`src/rtl/rv32m_pkg.sv`:
```
// ============================================================================
// Module : rv32m_pkg
// Brief  : Shared funct3 codes, FSM states and decoded-control types for the
//          RV32M multiply sequencer.
// Rev    : 1.0
// ============================================================================
`default_nettype none

package rv32m_pkg;

    localparam logic [2:0] F3_MUL    = 3'b000;
    localparam logic [2:0] F3_MULH   = 3'b001;
    localparam logic [2:0] F3_MULHSU = 3'b010;
    localparam logic [2:0] F3_MULHU  = 3'b011;

    typedef enum logic [2:0] {
        ST_IDLE  = 3'd0,
        ST_START = 3'd1,
        ST_WAIT  = 3'd2,
        ST_RESP  = 3'd3,
        ST_DRAIN = 3'd4
    } seq_state_e;

    typedef struct packed {
        logic signed_a;
        logic signed_b;
        logic upper;
    } mul_ctrl_t;

    typedef struct packed {
        logic [2:0]  funct3;
        logic [31:0] rs1;
        logic [31:0] rs2;
    } cache_key_t;

    // Unsupported encodings (1xx) decode to all-zero controls.
    function automatic mul_ctrl_t decode_funct3(input logic [2:0] f3);
        mul_ctrl_t c;
        c = '0;
        case (f3)
            F3_MUL:    c = '{signed_a: 1'b0, signed_b: 1'b0, upper: 1'b0};
            F3_MULH:   c = '{signed_a: 1'b1, signed_b: 1'b1, upper: 1'b1};
            F3_MULHSU: c = '{signed_a: 1'b1, signed_b: 1'b0, upper: 1'b1};
            F3_MULHU:  c = '{signed_a: 1'b0, signed_b: 1'b0, upper: 1'b1};
            default:   c = '0;
        endcase
        return c;
    endfunction

endpackage

`default_nettype wire

```
`src/rtl/rv32m_mul_result_cache.sv`:
```
// ============================================================================
// Module : rv32m_mul_result_cache
// Brief  : One-entry {funct3,rs1,rs2} -> result cache with load/invalidate.
// Rev    : 1.0
// ============================================================================
`default_nettype none

module rv32m_mul_result_cache
    import rv32m_pkg::*;
(
    input  logic        clk_i,
    input  logic        rst_i,
    input  cache_key_t  lookup_key_i,
    output logic        hit_o,
    output logic [31:0] hit_result_o,
    input  logic        load_i,
    input  cache_key_t  load_key_i,
    input  logic [31:0] load_result_i,
    input  logic        inval_i
);

    logic        valid_q;
    cache_key_t  key_q;
    logic [31:0] result_q;

    // Invalidate wins over load so a flushed/expired result is never retained.
    always_ff @(posedge clk_i) begin
        if (!rst_i) begin
            valid_q  <= 1'b0;
            key_q    <= '0;
            result_q <= '0;
        end else if (inval_i) begin
            valid_q  <= 1'b0;
        end else if (load_i) begin
            valid_q  <= 1'b1;
            key_q    <= load_key_i;
            result_q <= load_result_i;
        end
    end

    assign hit_o        = valid_q && (key_q == lookup_key_i);
    assign hit_result_o = result_q;

endmodule

`default_nettype wire

```
`src/rtl/rv32m_mul_sequencer.sv`:
```
// ============================================================================
// Module : rv32m_mul_sequencer
// Brief  : Issues RV32M MUL* ops to the multiplier and returns tagged results,
//          with result cache, flush/drain and a watchdog.
// Rev    : 1.0
// ============================================================================
`default_nettype none

module rv32m_mul_sequencer
    import rv32m_pkg::*;
#(
    parameter int TAG_W          = 5,
    parameter int TIMEOUT_CYCLES = 64
) (
    input  logic             clk_i,
    input  logic             rst_i,
    input  logic             req_valid_i,
    output logic             req_ready_o,
    input  logic [2:0]       req_funct3_i,
    input  logic [31:0]      req_rs1_i,
    input  logic [31:0]      req_rs2_i,
    input  logic [TAG_W-1:0] req_tag_i,
    input  logic             flush_i,
    output logic             rsp_valid_o,
    input  logic             rsp_ready_i,
    output logic [31:0]      rsp_result_o,
    output logic [TAG_W-1:0] rsp_tag_o,
    output logic             rsp_error_o,
    output logic             busy_o,
    output logic             mult_en_o,
    output logic [31:0]      op_A_o,
    output logic [31:0]      op_B_o,
    output logic             signed_A_o,
    output logic             signed_B_o,
    output logic             upper_o,
    input  logic [31:0]      mult_result_i,
    input  logic             mult_done_i
);

    localparam int             WDOG_W    = $clog2(TIMEOUT_CYCLES + 1);
    localparam logic [WDOG_W-1:0] WDOG_LAST = WDOG_W'(TIMEOUT_CYCLES - 1);

    seq_state_e        state_q, state_d;
    logic [31:0]       opa_q, opa_d;
    logic [31:0]       opb_q, opb_d;
    logic [TAG_W-1:0]  tag_q, tag_d;
    logic [2:0]        f3_q, f3_d;
    mul_ctrl_t         ctrl_q, ctrl_d;
    logic [31:0]       result_q, result_d;
    logic              error_q, error_d;
    logic [WDOG_W-1:0] wdog_q, wdog_d;

    logic        req_ready;
    logic        cache_hit;
    logic [31:0] cache_result;
    logic        cache_load;
    logic        cache_inval;
    cache_key_t  lookup_key;
    cache_key_t  load_key;

    assign req_ready  = (state_q == ST_IDLE) && rst_i && !flush_i;
    assign lookup_key = {req_funct3_i, req_rs1_i, req_rs2_i};
    assign load_key   = {f3_q, opa_q, opb_q};

    rv32m_mul_result_cache u_cache (
        .clk_i         (clk_i),
        .rst_i         (rst_i),
        .lookup_key_i  (lookup_key),
        .hit_o         (cache_hit),
        .hit_result_o  (cache_result),
        .load_i        (cache_load),
        .load_key_i    (load_key),
        .load_result_i (mult_result_i),
        .inval_i       (cache_inval)
    );

    always_comb begin
        state_d     = state_q;
        opa_d       = opa_q;
        opb_d       = opb_q;
        tag_d       = tag_q;
        f3_d        = f3_q;
        ctrl_d      = ctrl_q;
        result_d    = result_q;
        error_d     = error_q;
        wdog_d      = wdog_q;
        cache_load  = 1'b0;
        cache_inval = flush_i;

        case (state_q)
            ST_IDLE: begin
                if (req_valid_i && req_ready) begin
                    opa_d  = req_rs1_i;
                    opb_d  = req_rs2_i;
                    tag_d  = req_tag_i;
                    f3_d   = req_funct3_i;
                    ctrl_d = decode_funct3(req_funct3_i);
                    if (req_funct3_i[2]) begin
                        state_d  = ST_RESP;
                        result_d = '0;
                        error_d  = 1'b1;
                    end else if (cache_hit) begin
                        state_d  = ST_RESP;
                        result_d = cache_result;
                        error_d  = 1'b0;
                    end else begin
                        state_d  = ST_START;
                        result_d = '0;
                        error_d  = 1'b0;
                    end
                end
            end
            ST_START: begin
                wdog_d  = '0;
                state_d = flush_i ? ST_DRAIN : ST_WAIT;
            end
            ST_WAIT: begin
                if (flush_i) begin
                    // A coincident done pulse is the drain itself.
                    state_d = mult_done_i ? ST_IDLE : ST_DRAIN;
                    wdog_d  = '0;
                end else if (mult_done_i) begin
                    result_d   = mult_result_i;
                    error_d    = 1'b0;
                    cache_load = 1'b1;
                    state_d    = ST_RESP;
                end else if (wdog_q == WDOG_LAST) begin
                    result_d    = '0;
                    error_d     = 1'b1;
                    cache_inval = 1'b1;
                    state_d     = ST_RESP;
                end else begin
                    wdog_d = wdog_q + 1'b1;
                end
            end
            ST_RESP: begin
                if (flush_i || rsp_ready_i) begin
                    state_d = ST_IDLE;
                end
            end
            ST_DRAIN: begin
                if (mult_done_i || (wdog_q == WDOG_LAST)) begin
                    state_d = ST_IDLE;
                end else begin
                    wdog_d = wdog_q + 1'b1;
                end
            end
            default: state_d = ST_IDLE;
        endcase
    end

    always_ff @(posedge clk_i) begin
        if (!rst_i) begin
            state_q  <= ST_IDLE;
            opa_q    <= '0;
            opb_q    <= '0;
            tag_q    <= '0;
            f3_q     <= '0;
            ctrl_q   <= '0;
            result_q <= '0;
            error_q  <= 1'b0;
            wdog_q   <= '0;
        end else begin
            state_q  <= state_d;
            opa_q    <= opa_d;
            opb_q    <= opb_d;
            tag_q    <= tag_d;
            f3_q     <= f3_d;
            ctrl_q   <= ctrl_d;
            result_q <= result_d;
            error_q  <= error_d;
            wdog_q   <= wdog_d;
        end
    end

    // Every output is forced low while reset is held, not just after the edge.
    assign req_ready_o  = req_ready;
    assign rsp_valid_o  = rst_i && (state_q == ST_RESP);
    assign busy_o       = rst_i && (state_q != ST_IDLE);
    assign mult_en_o    = rst_i && (state_q == ST_START);
    assign rsp_result_o = rst_i ? result_q : '0;
    assign rsp_tag_o    = rst_i ? tag_q : '0;
    assign rsp_error_o  = rst_i && error_q;
    assign op_A_o       = rst_i ? opa_q : '0;
    assign op_B_o       = rst_i ? opb_q : '0;
    assign signed_A_o   = rst_i && ctrl_q.signed_a;
    assign signed_B_o   = rst_i && ctrl_q.signed_b;
    assign upper_o      = rst_i && ctrl_q.upper;

endmodule

`default_nettype wire

```
`config.mk`:
```
export PLATFORM = sky130hd
export DESIGN_NAME = rv32m_mul_sequencer
export DESIGN_NICKNAME = d
export VERILOG_FILES = /design/src/rtl/rv32m_pkg.sv /design/src/rtl/rv32m_mul_result_cache.sv /design/src/rtl/rv32m_mul_sequencer.sv
export SDC_FILE = /design/constraint.sdc
export NUM_CORES = 1
export LEC_CHECK = 0
export CORE_MARGIN = 10
export CORE_UTILIZATION = 45
export CTS_BUF_LIST = sky130_fd_sc_hd__clkbuf_4 sky130_fd_sc_hd__clkbuf_8
export CTS_CLUSTER_SIZE = 40
export DETAILED_ROUTE_END_ITERATION = 7
export PLACE_DENSITY = 0.79
export RECOVER_POWER = 100
export SYNTH_ARGS = -nofsm -noshare
export SYNTH_HDL_FRONTEND = slang
export SYNTH_SLANG_ARGS = --single-unit
```
`constraint.sdc`:
```
create_clock -name clk_i -period 2 [get_ports clk_i]
set_clock_uncertainty 0.1 [all_clocks]
set_input_delay 0.4 -clock clk_i [delete_from_list [all_inputs] [get_ports clk_i]]
set_output_delay 0.4 -clock clk_i [all_outputs]
set_load 0.02 [all_outputs]
```
==> results of run 1 <==
## state kept, by name (all words and copies together) (netlist names)
register              count
opb_q                    32
result_q                 32
ctrl_q                    3
f3_q                      3
wdog_q                    7
tag_q                     5
opa_q                    32
u_cache.key_q            67
u_cache.hit_result_o     32
u_cache.valid_q           1
state_q                   3
error_q                   1
## cell usage after synthesis (all sizes together), types with 3 or more instances
library cell	n
clkbuf	81
a21boi	208
o31ai	8
nor4	9
o21ai	59
nand3	5
dfxtp	218
nand2b	9
nor2	12
o22ai	5
o2111ai	11
o41ai	24
buf	20
a21oi	3
xor2	3
nor2b	9
a2111o	4
and2	140
nand3b	4
xnor2	51
nand4	16
nand2	353
inv	18
## metal layers
layer  global-route usage [%]  wire length (µm)  vias to the layer above
met3                     4.01              2000                       79
met1                     26.4             14700                     4822
met5                        0                 0                        -
li1                         -                 -                     4925
met4                     8.37              1200                        0
met2                     36.3             17000                      343
## timing repair
action,CTS,global route
gates resized for setup,185,74
endpoints found under the setup margin,141,41
cloned,6,5
setup buffers,5,4
hold buffers,0,0
pin swaps,42,18
## cells by family (layout without fill, tap and decap cells)
logic type | Yosys count | after routing | synth area share [%]
buf+inv | 119 | 412 | 4.66
other cells | 0 | 2 | 0
xor+xnor | 54 | 54 | 4.51
compound gates | 341 | 341 | 23.5
flops | 218 | 218 | 41.6
fa+ha+maj | 1 | 1 | 0.119
simple gates | 569 | 569 | 25.5
mux | 1 | 1 | 0.0954
## where the power goes
group	internal, µW	leakage [µW]	switching (µW)	total [µW]
clock	2360	0.000411	1820	4190
sequential	4420	0.00177	57.6	4480
combinational	544	0.00393	572	1120
## cell type report
cell class / count / area share, %
Antenna cell: 2 / 0.0332
Clock inverter: 5 / 0.241
Clock buffer: 62 / 4.95
Sequential cell: 218 / 29.1
Multi-Input combinational cell: 966 / 41.3
Timing Repair Buffer: 327 / 21.4
Tap cell: 313 / 2.60
Inverter: 18 / 0.448
## per-stage QoR
stage	instance area, µm²	total power [µW]	setup slack (ns)	TNS [ns]
after global placement	13600	5640	-0.716	-82.81
final	15100	9780	-0.126	-2.17
after CTS	14700	9820	-0.103	-0.449
after floorplan	10500	5030	0.000981	0
after global routing	15100	10200	-0.187	-14.67
after detailed placement	13600	5650	-0.807	-88.03
## worst paths after layout
check	from	slack [ns]	cells after the start	end
max	u_cache.key_q[59]$_SDFFE_PN0P_	-0.13	7	result_q[20]$_SDFFE_PN0P_
min	rst_i	0.1	2	state_q[0]$_SDFFE_PN0P_
max reg2reg	u_cache.key_q[59]$_SDFFE_PN0P_	-0.13	7	result_q[20]$_SDFFE_PN0P_
min reg2reg	f3_q[1]$_SDFFE_PN0P_	0.34	2	u_cache.key_q[65]$_SDFFE_PN0P_
## critical path: stages, from the launching register on
cell,delay (ns)
sky130_fd_sc_hd__dfxtp_2,0.32
sky130_fd_sc_hd__nor2b_4,0.12
sky130_fd_sc_hd__a2111o_1,0.42
sky130_fd_sc_hd__nor4_4,0.27
sky130_fd_sc_hd__nand4_2,0.17
sky130_fd_sc_hd__buf_6,0.19
sky130_fd_sc_hd__buf_16,0.15
sky130_fd_sc_hd__o41ai_4,0.28
==> metrics.txt, run 1 <==
# TYPE chip_impl_metric gauge
chip_impl_metric{name="slew_violations",unit=""} 0
chip_impl_metric{name="rows",unit=""} 55
chip_impl_info{name="synth_area_leader_cell",value="sky130_fd_sc_hd__dfxtp_1"} 1
chip_impl_metric{name="total_vias_in_the_final_route",unit=""} 10169
chip_impl_info{name="synthFlopType",value="sky130_fd_sc_hd__dfxtp_1"} 1
chip_impl_metric{name="route.detailed.wl_per_inst",unit="µm"} 18.3
chip_impl_info{name="run_status",value="finished with violations"} 1
chip_impl_metric{name="critical_path.max_fanout",unit=""} 8
chip_impl_metric{name="timing_hold_violations_final",unit=""} 0
chip_impl_metric{name="max-vdd-ir-drop",unit="mV"} 0.455
chip_impl_metric{name="synth-seq-cells",unit=""} 218
chip_impl_metric{name="starting_utilization_of_the_core_area",unit="%"} 46.1
chip_impl_info{name="violated_checks",value="negative setup slack"} 1
chip_impl_metric{name="port-buffer-count",unit=""} 218
chip_impl_metric{name="power_density",unit="nW/µm²"} 649
chip_impl_metric{name="i_o_pins",unit=""} 219
chip_impl_metric{name="syn-instance-count",unit=""} 1303
chip_impl_metric{name="period_share",unit="%"} 106
chip_impl_metric{name="average_vias_per_placed_instance",unit=""} 5.32
chip_impl_metric{name="gp_congestion",unit=""} 0.924
chip_impl_metric{name="overall_die_height",unit="µm"} 173
chip_impl_metric{name="max-clock-path-buffers",unit=""} 3
chip_impl_metric{name="placedCellCount",unit=""} 1823
chip_impl_metric{name="yosys_warnings",unit=""} 0
chip_impl_metric{name="first_iter_violations",unit=""} 829
chip_impl_metric{name="synth_enable_flop_cells",unit=""} 0
chip_impl_metric{name="cts-buffers-inserted",unit=""} 38
chip_impl_metric{name="drt_drc_violations_left",unit=""} 0
chip_impl_metric{name="nets",unit=""} 1680
chip_impl_metric{name="die_width",unit="µm"} 173
chip_impl_metric{name="htree_num_levels",unit=""} 2
chip_impl_metric{name="hold_slack",unit="ns"} 0.0956
chip_impl_metric{name="final_core_util",unit="%"} 66.2
chip_impl_metric{name="final_cell_count_no_fill",unit=""} 1911
chip_impl_metric{name="drv_cap",unit=""} 0
chip_impl_info{name="cts_tree",value="done"} 1
chip_impl_info{name="min_path_type",value="in2reg"} 1
chip_impl_metric{name="grt_first_pass_wirelength",unit="µm"} 53800
chip_impl_metric{name="post_route_cells_drive_above_1_share",unit="%"} 16.0
chip_impl_metric{name="syn-mean-instance-area",unit="µm²"} 8.05
chip_impl_metric{name="slew_headroom",unit="%"} 60.6
chip_impl_metric{name="syn_to_layout_area_delta",unit="%"} 43.6
chip_impl_metric{name="ff_latch_area",unit="µm²"} 4380
chip_impl_metric{name="filler_cell_count",unit=""} 1865
chip_impl_metric{name="crit_arrival",unit="ns"} 2.44
chip_impl_metric{name="first_global_vias",unit=""} 10129
chip_impl_metric{name="ys_seq_area_share",unit="%"} 41.6
chip_impl_metric{name="first_pass_iters",unit=""} 6
chip_impl_metric{name="finalWorstSetupSlack",unit="ns"} -0.126
chip_impl_info{name="grt_setup_unrepaired",value="yes"} 1
chip_impl_info{name="timing.setup.critical_path_class",value="reg2reg"} 1
chip_impl_metric{name="clock_insertion_delay_worst_skew",unit="ns"} 0.53
chip_impl_metric{name="synth.lib_cells_used.distinct",unit=""} 54
chip_impl_metric{name="detail_route.wirelength",unit="µm"} 34900
chip_impl_metric{name="hpwl",unit="µm"} 22600
chip_impl_metric{name="floorplan.core_area",unit="µm²"} 22800
chip_impl_metric{name="antenna_left",unit=""} 0
chip_impl_metric{name="groute.usage.overall",unit="%"} 21.4
chip_impl_metric{name="globalRoute.totalOverflow",unit=""} 0
chip_impl_info{name="synthTopCellsByArea",value="sky130_fd_sc_hd__dfxtp_1 (42%), sky130_fd_sc_hd__a21boi_0 (15%), sky130_fd_sc_hd__nand2_1 (13%)"} 1
chip_impl_metric{name="finalSetupViolations",unit=""} 34
chip_impl_metric{name="timing.final.crit_period",unit="ns"} 2.13
chip_impl_metric{name="grt_start_max_net_pins",unit=""} 67
chip_impl_metric{name="leakagePower",unit="µW"} 0.00610
chip_impl_info{name="worst_setup_ep_type",value="flop"} 1
chip_impl_info{name="clk_root_buffer_cell",value="sky130_fd_sc_hd__clkbuf_8"} 1
chip_impl_metric{name="clk_pin_slew_worst_paths",unit="ns"} 0.06
chip_impl_metric{name="synthesis.nets",unit=""} 1414
chip_impl_metric{name="netlist.area_leader.share",unit="%"} 41.6
chip_impl_metric{name="antenna_found_initial",unit=""} 2
chip_impl_metric{name="tightestPinTransition",unit="ns"} 0.590
chip_impl_metric{name="multi_input_comb_area",unit="µm²"} 6220
chip_impl_info{name="most_common_cell_after_layout_fill_and_taps_aside",value="sky130_fd_sc_hd__nand2_1"} 1
chip_impl_metric{name="max_freq",unit="GHz"} 0.470
chip_impl_metric{name="die_area",unit="µm²"} 29800
chip_impl_metric{name="clock-sinks",unit=""} 218
chip_impl_metric{name="worstPathRequired",unit="ns"} 2.32
chip_impl_metric{name="postSynth.asyncResetShare",unit="%"} 0
chip_impl_info{name="worst_setup_path_start_kind",value="flop"} 1
chip_impl_metric{name="netlist_area",unit="µm²"} 10500
chip_impl_info{name="most-common-layout-cells",value="sky130_fd_sc_hd__nand2_1 (352), sky130_fd_sc_hd__a21boi_0 (206), sky130_fd_sc_hd__dfxtp_1 (205), sky130_fd_sc_hd__dlygate4sd2_1 (108), sky130_fd_sc_hd__clkdlybuf4s50_1 (98)"} 1
Note: power is estimated with default switching activity, not from simulation.
==> run 2, diff against run 1 <==
Settings changed: SKIP_LAST_GASP set to 1.
==> metrics.txt, run 2 (synthesis results as in run 1) <==
# TYPE chip_impl_metric gauge
chip_impl_metric{name="cts-buffers-inserted",unit=""} 38
chip_impl_metric{name="route.detailed.wl_per_inst",unit="µm"} 18.3
chip_impl_metric{name="grt_first_pass_wirelength",unit="µm"} 53800
chip_impl_metric{name="slew_headroom",unit="%"} 60.4
chip_impl_metric{name="filler_cell_count",unit=""} 1846
chip_impl_metric{name="post_route_cells_drive_above_1_share",unit="%"} 16.3
chip_impl_metric{name="grtUsageMet2",unit="%"} 36.3
chip_impl_info{name="most-common-layout-cells",value="sky130_fd_sc_hd__nand2_1 (352), sky130_fd_sc_hd__a21boi_0 (206), sky130_fd_sc_hd__dfxtp_1 (205), sky130_fd_sc_hd__and2_1 (138), sky130_fd_sc_hd__dlygate4sd2_1 (108)"} 1
chip_impl_metric{name="max-vdd-ir-drop",unit="mV"} 0.459
chip_impl_metric{name="starting_utilization_of_the_core_area",unit="%"} 46.1
chip_impl_metric{name="placedCellCount",unit=""} 1823
chip_impl_metric{name="crit_arrival",unit="ns"} 2.44
chip_impl_metric{name="first_global_vias",unit=""} 10129
chip_impl_metric{name="post-layout-total-power",unit="µW"} 9810
chip_impl_info{name="worst_setup_path_start_kind",value="flop"} 1
chip_impl_metric{name="slew_violations",unit=""} 0
chip_impl_metric{name="timing_hold_violations_final",unit=""} 0
chip_impl_metric{name="largest_register_ff_count",unit=""} 67
chip_impl_metric{name="final_cell_count_no_fill",unit=""} 1911
chip_impl_info{name="violated_checks",value="negative setup slack"} 1
chip_impl_metric{name="average_vias_per_placed_instance",unit=""} 5.32
chip_impl_metric{name="drt_drc_violations_left",unit=""} 0
chip_impl_metric{name="first_iter_violations",unit=""} 814
chip_impl_metric{name="tightestPinTransition",unit="ns"} 0.593
chip_impl_info{name="clk_root_buffer_cell",value="sky130_fd_sc_hd__clkbuf_8"} 1
chip_impl_metric{name="leakagePower",unit="µW"} 0.00619
chip_impl_metric{name="die_width",unit="µm"} 173
chip_impl_metric{name="pre_cts_setup_slack",unit="ns"} -0.807
chip_impl_metric{name="finalSetupViolations",unit=""} 31
chip_impl_metric{name="port-buffer-count",unit=""} 218
chip_impl_metric{name="clock_insertion_delay_worst_skew",unit="ns"} 0.53
chip_impl_info{name="grt_max_usage_layer",value="met2"} 1
chip_impl_metric{name="antenna_found_initial",unit=""} 2
chip_impl_metric{name="first_pass_iters",unit=""} 5
chip_impl_metric{name="floorplan.core_area",unit="µm²"} 22800
chip_impl_metric{name="critical_path.max_fanout",unit=""} 8
chip_impl_metric{name="rows",unit=""} 55
chip_impl_metric{name="grt_util_met1",unit="%"} 26.4
chip_impl_metric{name="hpwl",unit="µm"} 22600
chip_impl_metric{name="nets",unit=""} 1680
chip_impl_metric{name="finalWorstSetupSlack",unit="ns"} -0.121
chip_impl_metric{name="i_o_pins",unit=""} 219
chip_impl_metric{name="clk_pin_slew_worst_paths",unit="ns"} 0.06
chip_impl_metric{name="groute.usage.overall",unit="%"} 21.4
chip_impl_metric{name="worstPathRequired",unit="ns"} 2.32
chip_impl_metric{name="htree_num_levels",unit=""} 2
chip_impl_info{name="worst_setup_ep_type",value="flop"} 1
chip_impl_metric{name="final_core_util",unit="%"} 66.5
chip_impl_metric{name="detail_route.wirelength",unit="µm"} 35000
chip_impl_info{name="timing.setup.critical_path_class",value="reg2reg"} 1
chip_impl_info{name="grt_setup_unrepaired",value="yes"} 1
chip_impl_metric{name="grt_start_max_net_pins",unit=""} 67
chip_impl_metric{name="max-clock-path-buffers",unit=""} 3
chip_impl_metric{name="die_area",unit="µm²"} 29800
chip_impl_info{name="min_path_type",value="in2reg"} 1
chip_impl_metric{name="clock-sinks",unit=""} 218
chip_impl_metric{name="drv_cap",unit=""} 0
chip_impl_info{name="most_common_cell_after_layout_fill_and_taps_aside",value="sky130_fd_sc_hd__nand2_1"} 1
chip_impl_metric{name="total_vias_in_the_final_route",unit=""} 10166
chip_impl_metric{name="grt_use_met3",unit="%"} 4.01
chip_impl_metric{name="timing.final.crit_period",unit="ns"} 2.12
chip_impl_metric{name="max_freq",unit="GHz"} 0.472
chip_impl_metric{name="period_share",unit="%"} 106
chip_impl_metric{name="antenna_left",unit=""} 0
chip_impl_metric{name="overall_die_height",unit="µm"} 173
chip_impl_metric{name="power_density",unit="nW/µm²"} 647
chip_impl_info{name="largest-register",value="u_cache.key_q"} 1
chip_impl_info{name="run_status",value="finished with violations"} 1
chip_impl_info{name="cts_tree",value="done"} 1
chip_impl_metric{name="globalRoute.totalOverflow",unit=""} 0
chip_impl_metric{name="gp_congestion",unit=""} 0.924
chip_impl_metric{name="syn_to_layout_area_delta",unit="%"} 44.3
## run 2: cell count changes in the layout (fill, tap and decap cells not counted), moves of 3 or more
cell | previous run | this run
sky130_fd_sc_hd__and2_0 | 61 | 0
sky130_fd_sc_hd__and2_1 | 78 | 138
sky130_fd_sc_hd__buf_4 | 72 | 78
sky130_fd_sc_hd__clkbuf_2 | 6 | 0
sky130_fd_sc_hd__buf_12 | 14 | 17
## run 2: per-layer routing
metal  wire [µm]  vias to the layer above
met2       17100                      337
met5           0                        -
met4        1180                        0
met3        2040                       78
met1       14600                     4835
li1            -                     4916
## run 2: per-stage QoR
step	setup TNS (ns)	hold WS (ns)	instance area, µm²
2_1_floorplan	0	0.331	10500
6_report	-1.98	0.0953	15100
3_3_place_gp	-82.81	0.345	13600
5_1_grt	-3.33	0.0822	15100
3_5_place_dp	-88.03	0.346	13600
4_1_cts	-0.517	0.0764	14700
## run 2: worst paths after layout
path	start	end	slack (ns)	cells after the start
worst max-delay path	u_cache.key_q[59]$_SDFFE_PN0P_	result_q[20]$_SDFFE_PN0P_	-0.12	7
worst min-delay path	rst_i	state_q[0]$_SDFFE_PN0P_	0.1	2
worst max register to register	u_cache.key_q[59]$_SDFFE_PN0P_	result_q[20]$_SDFFE_PN0P_	-0.12	7
worst min register to register	f3_q[1]$_SDFFE_PN0P_	u_cache.key_q[65]$_SDFFE_PN0P_	0.34	2
## run 2: power breakdown
part | total [µW] | switching, µW | internal (µW)
logic | 1130 | 573 | 558
clock network | 4200 | 1830 | 2360
registers | 4480 | 57.4 | 4420
## run 2: what timing repair did
item / in CTS / in global routing
resized for setup: 183 / 75
cloned: 6 / 5
endpoints found under the hold margin: 0 / 0
setup endpoints to repair: 141 / 41
pin swaps: 42 / 17
setup buffers: 5 / 4
hold buffers: 0 / 0
## run 2: critical path: stages (launching register included)
cell	delay [ns]
sky130_fd_sc_hd__dfxtp_2	0.32
sky130_fd_sc_hd__nor2b_4	0.12
sky130_fd_sc_hd__a2111o_1	0.42
sky130_fd_sc_hd__nor4_4	0.27
sky130_fd_sc_hd__nand4_2	0.17
sky130_fd_sc_hd__buf_6	0.19
sky130_fd_sc_hd__buf_16	0.15
sky130_fd_sc_hd__o41ai_4	0.28
## run 2: final cells by class
type	instances	area, µm²	area share (%)
multi-input cells	966	6230	41.1
flip-flops and latches	218	4380	28.9
repair buffers	327	3290	21.7
clock buffers	62	747	4.93
well taps	313	392	2.59
inverters	18	67.6	0.446
clock inverters	5	36.3	0.240
diodes	2	5.00	0.0330
==> run 3, diff against run 2 <==
Settings changed: REMOVE_ABC_BUFFERS set to 1.
==> metrics.txt, run 3 (synthesis results as in run 1) <==
# TYPE chip_impl_metric gauge
chip_impl_metric{name="dpl-instance-area",unit="µm²"} 13600
chip_impl_metric{name="total_vias_in_the_final_route",unit=""} 10083
chip_impl_metric{name="clock-sinks",unit=""} 218
chip_impl_metric{name="cts-buffers-inserted",unit=""} 38
chip_impl_info{name="timing.setup.critical_path_class",value="in2reg"} 1
chip_impl_info{name="worst_path_dominant_cell_family",value="buffers and inverters"} 1
chip_impl_metric{name="floorplan.core_area",unit="µm²"} 22800
chip_impl_metric{name="globalRoute.totalOverflow",unit=""} 0
chip_impl_metric{name="first_pass_iters",unit=""} 5
chip_impl_info{name="grt_setup_unrepaired",value="yes"} 1
chip_impl_metric{name="slew_headroom",unit="%"} 65.5
chip_impl_metric{name="max-clock-path-buffers",unit=""} 3
chip_impl_info{name="worst_setup_path_start_kind",value="input pin"} 1
chip_impl_metric{name="finalWorstSetupSlack",unit="ns"} -0.0554
chip_impl_metric{name="tightestPinTransition",unit="ns"} 0.504
chip_impl_metric{name="power_density",unit="nW/µm²"} 649
chip_impl_metric{name="max_stage_delay",unit="ns"} 0.52
chip_impl_info{name="run_status",value="finished with violations"} 1
chip_impl_info{name="most_common_cell_after_layout_fill_and_taps_aside",value="sky130_fd_sc_hd__nand2_1"} 1
chip_impl_metric{name="post_route_cells_drive_above_1_share",unit="%"} 15.5
chip_impl_metric{name="die_width",unit="µm"} 173
chip_impl_info{name="critical_path.slowest_cell",value="sky130_fd_sc_hd__clkdlybuf4s50_1"} 1
chip_impl_metric{name="slew_violations",unit=""} 0
chip_impl_metric{name="drt_drc_violations_left",unit=""} 0
chip_impl_metric{name="i_o_pins",unit=""} 219
chip_impl_metric{name="largest_register_ff_count",unit=""} 67
chip_impl_info{name="worst_setup_ep_type",value="flop"} 1
chip_impl_metric{name="route.detailed.wl_per_inst",unit="µm"} 17.8
chip_impl_info{name="clk_root_buffer_cell",value="sky130_fd_sc_hd__clkbuf_8"} 1
chip_impl_metric{name="cts-hold-fix-buffers",unit=""} 0
chip_impl_metric{name="hpwl",unit="µm"} 21000
chip_impl_metric{name="antenna_left",unit=""} 0
chip_impl_info{name="crit_top_cell",value="sky130_fd_sc_hd__nand4_1"} 1
chip_impl_metric{name="starting_utilization_of_the_core_area",unit="%"} 46.1
chip_impl_metric{name="average_vias_per_placed_instance",unit=""} 5.29
chip_impl_metric{name="filler_cell_count",unit=""} 1885
chip_impl_metric{name="leakagePower",unit="µW"} 0.00591
chip_impl_metric{name="period_share",unit="%"} 103
chip_impl_metric{name="crit_arrival",unit="ns"} 2.37
chip_impl_metric{name="htree_num_levels",unit=""} 2
chip_impl_metric{name="detail_route.wirelength",unit="µm"} 33900
chip_impl_metric{name="antenna_found_initial",unit=""} 1
chip_impl_info{name="most-common-layout-cells",value="sky130_fd_sc_hd__nand2_1 (353), sky130_fd_sc_hd__a21boi_0 (207), sky130_fd_sc_hd__dfxtp_1 (203), sky130_fd_sc_hd__and2_1 (104)"} 1
chip_impl_metric{name="worstPathRequired",unit="ns"} 2.31
chip_impl_metric{name="placedCellCount",unit=""} 1824
chip_impl_metric{name="timing_hold_violations_final",unit=""} 0
chip_impl_metric{name="design_area",unit="µm²"} 14900
chip_impl_metric{name="first_iter_violations",unit=""} 864
chip_impl_metric{name="clock_insertion_delay_worst_skew",unit="ns"} 0.54
chip_impl_metric{name="max-vdd-ir-drop",unit="mV"} 0.400
chip_impl_metric{name="grt_start_max_net_pins",unit=""} 65
chip_impl_info{name="min_path_type",value="in2reg"} 1
chip_impl_metric{name="grt_first_pass_wirelength",unit="µm"} 52100
chip_impl_metric{name="met2RoutedLength",unit="µm"} 16400
chip_impl_metric{name="final_cell_count_no_fill",unit=""} 1907
chip_impl_metric{name="first_global_vias",unit=""} 10034
chip_impl_metric{name="gp_congestion",unit=""} 0.819
chip_impl_metric{name="rows",unit=""} 55
chip_impl_info{name="crit_chain",value="clkdlybuf4s50_1, xnor2_2, nand4_1, nor4_4, buf_4, nand4_1, buf_6, buf_12, o41ai_2"} 1
chip_impl_metric{name="nets",unit=""} 1684
chip_impl_metric{name="overall_die_height",unit="µm"} 173
chip_impl_info{name="cts_tree",value="done"} 1
chip_impl_metric{name="route.met3.wl",unit="µm"} 2130
chip_impl_metric{name="die_area",unit="µm²"} 29800
chip_impl_metric{name="critical_path.n_buffers_inverters",unit=""} 4
chip_impl_metric{name="timing.final.crit_period",unit="ns"} 2.06
chip_impl_metric{name="critical_path.max_fanout",unit=""} 9
chip_impl_metric{name="port-buffer-count",unit=""} 218
chip_impl_metric{name="max_freq",unit="GHz"} 0.487
chip_impl_info{name="top_routing_layer_in_use",value="met5"} 1
chip_impl_metric{name="finalSetupViolations",unit=""} 20
chip_impl_metric{name="clk_pin_slew_worst_paths",unit="ns"} 0.05
chip_impl_metric{name="drv_cap",unit=""} 0
chip_impl_info{name="violated_checks",value="negative setup slack"} 1
chip_impl_metric{name="syn_to_layout_area_delta",unit="%"} 41.8
chip_impl_info{name="largest-register",value="u_cache.key_q"} 1
chip_impl_metric{name="antennaDiodeCount",unit=""} 0
chip_impl_metric{name="groute.usage.overall",unit="%"} 20.7
chip_impl_metric{name="met1_length",unit="µm"} 14500
run 3: worst paths after layout:
check	from	to	slack, ns	cells after the start
setup / recovery	req_rs1_i[23]	result_q[17]$_SDFFE_PN0P_	-0.06	9
hold / removal	req_rs1_i[27]	opa_q[27]$_SDFFE_PN0P_	0.09	3
setup reg to reg	u_cache.key_q[23]$_SDFFE_PN0P_	result_q[17]$_SDFFE_PN0P_	-0.05	7
hold reg to reg	f3_q[2]$_SDFFE_PN0P_	u_cache.key_q[66]$_SDFFE_PN0P_	0.35	2
run 3: through the flow:
stage / util [%] / setup WS (ns) / hold WS, ns / total power (µW) / setup TNS, ns
floorplan: - / -3.03 / 0.331 / 4940 / -460.21
global placement: 59.5 / -0.576 / 0.343 / 5620 / -72.07
detailed placement: 59.5 / -0.673 / 0.344 / 5630 / -82.26
CTS: 64.3 / -0.221 / 0.191 / 9680 / -1.27
global route: 65.4 / -0.181 / 0.0676 / 10000 / -5.66
finish: 65.4 / -0.0554 / 0.0921 / 9660 / -0.324
run 3: area by class of cell:
| cell class | instances | area [µm²] | share of cell area [%] |
|---|---|---|---|
| inverters | 18 | 67.6 | 0.454 |
| flip-flops and latches | 218 | 4380 | 29.4 |
| well taps | 313 | 392 | 2.63 |
| multi-input cells | 966 | 6070 | 40.8 |
| clock inverters | 2 | 12.5 | 0.0840 |
| clock buffers | 59 | 724 | 4.87 |
| repair buffers | 331 | 3240 | 21.7 |
run 3: repair_timing:
action | CTS | global route
endpoints found under the setup margin | 132 | 77
resized for setup | 171 | 62
pin swaps | 32 | 13
cloned | 7 | 8
hold endpoints to repair | 0 | 0
buffers inserted | 4 | 5
run 3: per-layer routing:
metal  up-vias  track usage (%)
li1       4923                -
met5         -                0
met2       345             35.3
met3        77             5.23
met4         2             7.37
met1      4736             24.9
run 3: where the power goes:
| part | switching [µW] | leakage, µW | internal (µW) |
|---|---|---|---|
| Combinational | 562 | 0.00375 | 561 |
| Clock | 1780 | 0.000392 | 2280 |
| Sequential | 55.0 | 0.00177 | 4420 |
| Total | 2400 | 0.00591 | 7260 |
run 3: worst min-delay path, cell delays in order:
cell and delay, ns:
sky130_fd_sc_hd__dlymetal6s2s_1 0.15, sky130_fd_sc_hd__nand2_1 0.06, sky130_fd_sc_hd__a21boi_0 0.06
